`src/rtl/fft_clk_pkg.sv`:
```
// Shared definitions for the FFT clock-domain reset sequencer.
package fft_clk_pkg;

   localparam int STATE_W = 3;

   typedef enum logic [STATE_W-1:0] {
      ST_WAIT_LOCK = 3'd0,
      ST_QUALIFY   = 3'd1,
      ST_HOLD      = 3'd2,
      ST_RUN       = 3'd3,
      ST_PLL_RST   = 3'd4
   } state_t;

   // Largest of four terminal counts; sizes the shared timer.
   function automatic int max_of4(input int a, input int b, input int c, input int d);
      int m;
      m = a;
      if (b > m) m = b;
      if (c > m) m = c;
      if (d > m) m = d;
      return m;
   endfunction

endpackage

```
`src/rtl/cdc_sync_bit.sv`:
```
// Multi-flop synchroniser for a single asynchronous level signal.
module cdc_sync_bit #(
   parameter int SYNC_STAGES = 2
) (
   input  logic clk,
   input  logic rst,
   input  logic d,
   output logic q
);

   logic [SYNC_STAGES-1:0] sync_sr;

   // Shift the asynchronous input through the flop chain; cleared by reset.
   always_ff @(posedge clk) begin
      if (rst) sync_sr <= '0;
      else     sync_sr <= {sync_sr[SYNC_STAGES-2:0], d};
   end

   assign q = sync_sr[SYNC_STAGES-1];

endmodule

```
`src/rtl/fft_rst_seq.sv`:
```
// Lock-qualification and reset sequencer for the FFT clock domain.
// Qualifies PLL lock over a stable window, holds the datapath in reset for a
// fixed time, re-resets on lock loss or soft request, and pulses the PLL reset
// when lock does not arrive within the timeout.
module fft_rst_seq
   import fft_clk_pkg::*;
#(
   parameter int SYNC_STAGES  = 2,
   parameter int LOCK_STABLE  = 1024,
   parameter int RST_HOLD     = 16,
   parameter int LOCK_TIMEOUT = 65536,
   parameter int PLL_RST_CYC  = 8,
   parameter int CNT_W        = 8
) (
   input  logic               clk,
   input  logic               rst,
   input  logic               pll_lock,
   input  logic               soft_rst,
   output logic               pll_rst_req,
   output logic               fft_rst,
   output logic               fft_ready,
   output logic [STATE_W-1:0] state,
   output logic [CNT_W-1:0]   lock_loss_cnt
);

   localparam int TIMER_MAX = max_of4(LOCK_TIMEOUT, LOCK_STABLE, RST_HOLD, PLL_RST_CYC);
   localparam int TIMER_W   = (TIMER_MAX > 1) ? $clog2(TIMER_MAX) : 1;

   localparam logic [TIMER_W-1:0] TIMEOUT_LAST = TIMER_W'(LOCK_TIMEOUT - 1);
   localparam logic [TIMER_W-1:0] STABLE_LAST  = TIMER_W'(LOCK_STABLE - 1);
   localparam logic [TIMER_W-1:0] HOLD_LAST    = TIMER_W'(RST_HOLD - 1);
   localparam logic [TIMER_W-1:0] PLLRST_LAST  = TIMER_W'(PLL_RST_CYC - 1);

   logic               lock_s;
   state_t             cur_state, next_state;
   logic [TIMER_W-1:0] timer, timer_next;
   logic [CNT_W-1:0]   cnt_next;

   cdc_sync_bit #(
      .SYNC_STAGES (SYNC_STAGES)
   ) u_lock_sync (
      .clk (clk),
      .rst (rst),
      .d   (pll_lock),
      .q   (lock_s)
   );

   // Next-state, shared timer and lock-loss counter update.
   always_comb begin
      next_state = cur_state;
      cnt_next   = lock_loss_cnt;
      unique case (cur_state)
         ST_WAIT_LOCK: begin
            if (lock_s)                     next_state = ST_QUALIFY;
            else if (timer == TIMEOUT_LAST) next_state = ST_PLL_RST;
         end
         ST_QUALIFY: begin
            if (!lock_s)                    next_state = ST_WAIT_LOCK;
            else if (timer == STABLE_LAST)  next_state = ST_HOLD;
         end
         ST_HOLD: begin
            if (!lock_s)                    next_state = ST_WAIT_LOCK;
            else if (timer == HOLD_LAST)    next_state = ST_RUN;
         end
         ST_RUN: begin
            // Lock loss takes priority over a concurrent soft reset request.
            if (!lock_s) begin
               next_state = ST_WAIT_LOCK;
               if (lock_loss_cnt != {CNT_W{1'b1}}) cnt_next = lock_loss_cnt + 1'b1;
            end else if (soft_rst) begin
               next_state = ST_HOLD;
            end
         end
         ST_PLL_RST: begin
            if (timer == PLLRST_LAST)       next_state = ST_WAIT_LOCK;
         end
         default: next_state = ST_WAIT_LOCK;
      endcase
      // Timer restarts on every state entry and is parked while running so it never wraps.
      if (next_state != cur_state)  timer_next = '0;
      else if (cur_state == ST_RUN) timer_next = timer;
      else                          timer_next = timer + 1'b1;
   end

   // State, timer, counter and registered outputs derived from the next state.
   always_ff @(posedge clk) begin
      if (rst) begin
         cur_state     <= ST_WAIT_LOCK;
         timer         <= '0;
         lock_loss_cnt <= '0;
         fft_rst       <= 1'b1;
         fft_ready     <= 1'b0;
         pll_rst_req   <= 1'b0;
      end else begin
         cur_state     <= next_state;
         timer         <= timer_next;
         lock_loss_cnt <= cnt_next;
         fft_rst       <= (next_state != ST_RUN);
         fft_ready     <= (next_state == ST_RUN);
         pll_rst_req   <= (next_state == ST_PLL_RST);
      end
   end

   assign state = cur_state;

endmodule
```
`config.mk`:
```
export PLATFORM = sky130hd
export DESIGN_NAME = fft_rst_seq
export DESIGN_NICKNAME = d
export VERILOG_FILES = /design/src/rtl/fft_clk_pkg.sv /design/src/rtl/cdc_sync_bit.sv /design/src/rtl/fft_rst_seq.sv
export SDC_FILE = /design/constraint.sdc
export NUM_CORES = 1
export LEC_CHECK = 0
export BUFFER_PORTS_ARGS = -buffer_cell sky130_fd_sc_hd__buf_2
export CAP_MARGIN = 10
export CORE_ASPECT_RATIO = 0.7
export CORE_MARGIN = 5
export CORE_UTILIZATION = 56
export DETAILED_ROUTE_END_ITERATION = 12
export HOLD_SLACK_MARGIN = 0.15
export PLACE_DENSITY = 0.77
export REMOVE_ABC_BUFFERS = 1
export SYNTH_ARGS = -nofsm -noshare
export SYNTH_HDL_FRONTEND = slang
export SYNTH_SLANG_ARGS = --single-unit
```
`constraint.sdc`:
```
create_clock -name clk -period 2.02 [get_ports clk]
set_input_delay 0.505 -clock clk [delete_from_list [all_inputs] [get_ports clk]]
set_output_delay 0.505 -clock clk [all_outputs]
set_load 0.02 [all_outputs]
```
==> results.yml <==
clocking:
  cts_tree: "built"
  root_buffer: "clkbuf_8"
  cts_resized: 0
  cts_setup_buffers: 0
  path_clk_slew_ps: 60
  clkLatencyLatePin_ps: 280
  cts.sinks: 32
  htreeDepth: 2
  holdBufCountCts: 0
  cts_buffer_depth: 2
  numCtsBuffers: 5
sta:
  period_share: 0.943
  fin_hold_ws_ps: 432
  setup_tns_ps: 0
  fmax_mhz: 525
  fin_crit_ps: 1900
  hold_violations: 0
  fin_skew_ps: 3.52
  tightestPinTransition_ps: 413
  rsz0062_at_grt: "no"
  max_slew_margin: 0.722
  drv_slew: 0
  setup_violations: 0
power_and_ir_drop:
  peakVddDrop_mv: 0.378
  leakage_nw: 0.648
  p_clk_frac: 0.421
  netSwitchingFraction: 0.219
  comb_power_share: 0.034
  p_per_area_mw_per_mm2: 686
  switchingPower_w: 0.000259
  seq_power_share: 0.545
  p_int_w: 0.000926
global_routing:
  gr-usage-all-layers: 0.198
  grt_pass1_vias: 1244
  grt_pass1_wl_um: 5700
  grt_antenna_before_repair: 0
  grt_max_degree: 15
  grt_remaining_overflow: 0
detailed_routing:
  drt_drc_violations_left: 0
  wl_per_cell_um: 14.5
  dr.pass1.iters: 5
  ant_nets: 0
  drt_iter0_markers: 111
  drt_wl_total_um: 3340
  viasPerCell: 5.71
  vias: 1319
final_layout:
  multiInputGateArea_um2: 818
  area_growth_pct: 15.3
  drive_gt1_frac: 0.178
  n_antenna_cell: 0
  mostFrequentLayoutCells: "dfxtp_1 (32), nor2_1 (31), xnor2_1 (18), buf_2 (17), nand3_1 (13)"
  nNetsFinal: 202
  final_core_util: 0.687
  fillCellCount: 215
  ff_latch_area_um2: 641
  final_common_cell: "dfxtp_1"
worst_setup_path:
  cpMaxStageDelayCell: "or4_4"
  r2r_slack_ps: 120
  endpoint_kind: "flop"
  cp_cell_sequence: "ha_1 -> and3_1 -> nand4_1 -> or4_4 -> nand4_2 -> nor2_1"
  cp_data_required_time_ps: 2190
  crit_fanout: 9
  max_stage_delay_ps: 570
  critical_path_arrival_ps: 2070
  start_kind: "flop"
  worst-setup-path-type: "flop to flop"
  reg2reg_depth: 6
die:
  ios: 18
  die_h_um: 53.3
  core_area_mm2: 0.00251
  die_w_um: 71.8
  die-area_mm2: 0.00383
  start_util: 0.596
  std_cell_rows: 15
placement:
  place.gp.congestion: 0.899
  place.port_buffers: 17
  hpwl_um: 2470
yosys:
  synth_flop_cell: "dfxtp_1"
  synth_seq_area_share: 0.427
  yosysUniqueCellTypes: 38
  syn_inst: 172
  ys_ff_latch: 32
  synth_area_mm2: 0.00150
  async_reset_ff_frac: 0
  ys_warn_count: 0
  synth_edf_count: 0
  syn_area_per_cell_um2: 8.71
flow_run:
  maxCapViolations: 0
worst_hold_path:
  holdCritPathClass: "input pin to flop"
  holdPathStages: 2
run_status:
  outcome: "complete, no violations"
## cell type report
type,instances,area share
clock inverters,2,0.00579
well taps,34,0.0246
inverters,5,0.0109
repair buffers,21,0.0666
multi-input cells,131,0.474
flip-flops and latches,32,0.371
clock buffers,6,0.0478
## power by group through the flow
stage	clock network [W]	logic (W)	registers [W]
final	0.000499	0.0000405	0.000645
after floorplan	0	0.0000226	0.000659
after global placement	0	0.0000385	0.000658
after detailed placement	0	0.0000404	0.000659
after CTS	0.000515	0.0000405	0.000645
after global routing	0.000542	0.0000465	0.000646
## through the flow
step / setup WS [ps] / power [W] / instances / area, um^2
after global routing: 4.09 / 0.00123 / 231 / 1730
after detailed placement: 133 / 0.000700 / 223 / 1640
after CTS: 118 / 0.00120 / 231 / 1730
after floorplan: 234 / 0.000681 / 168 / 1480
after global placement: 230 / 0.000697 / 223 / 1640
final: 115 / 0.00119 / 231 / 1730
## sequential cells by signal, indices dropped and copies added, names as in the netlist
name / count
state: 3
pll_rst_req: 1
fft_ready: 1
fft_rst: 1
timer: 16
lock_loss_cnt: 8
u_lock_sync.sync_sr: 2
## routing by layer
layer	GRT usage	vias up	share of wire	wire length [um]
met5	0	-	0	0
met4	0.0750	0	0.010	34
met3	0.0816	6	0.083	277
met2	0.316	62	0.46	1530
met1	0.238	603	0.45	1500
li1	-	648	-	-
## worst max-delay path: cells and delay by family (launching register included)
| family | cells | cell delay (ps) |
|---|---|---|
| simple gates | 5 | 1180 |
| fa+ha+maj | 1 | 240 |
| flops | 1 | 370 |
## final timing paths
| check | to | start |
|---|---|---|
| worst max-delay path | timer[3]$_SDFFE_PP0N_ | timer[0]$_SDFFE_PP0N_ |
| worst min-delay path | u_lock_sync.sync_sr[0]$_SDFF_PP0_ | pll_lock |
| worst max register to register | timer[3]$_SDFFE_PP0N_ | timer[0]$_SDFFE_PP0N_ |
| worst min register to register | u_lock_sync.sync_sr[1]$_SDFF_PP0_ | u_lock_sync.sync_sr[0]$_SDFF_PP0_ |
## synth_stat cells (2+ instances only)
cell type | number | area (um^2)
or3_1 | 2 | 12.5
dfxtp_1 | 32 | 641
nor2_1 | 31 | 116
nand3_1 | 13 | 65.1
nand2b_1 | 2 | 12.5
nor4_1 | 4 | 25.0
xor2_1 | 3 | 26.3
nor3_1 | 6 | 30.0
buf_2 | 2 | 10.0
xnor2_1 | 18 | 158
nand4_1 | 3 | 18.8
and3_1 | 5 | 31.3
o21ai_0 | 2 | 10.0
nand2_1 | 11 | 41.3
a211oi_1 | 2 | 15.0
a21oi_1 | 3 | 15.0
and4_1 | 4 | 35.0
ha_1 | 2 | 25.0
inv_1 | 5 | 18.8
nor2b_1 | 3 | 18.8
mux2i_1 | 2 | 20.0
## cell families (layout without fill, tap and decap cells)
family | after synthesis | in the layout | share of synthesized area
simple gates | 95 | 95 | 0.341
compound gates | 11 | 11 | 0.0517
mux | 2 | 2 | 0.0134
fa+ha+maj | 2 | 2 | 0.0167
xor+xnor | 21 | 21 | 0.123
flops | 32 | 32 | 0.427
buf+inv | 9 | 34 | 0.0267
(Power assumes the default switching activity.)
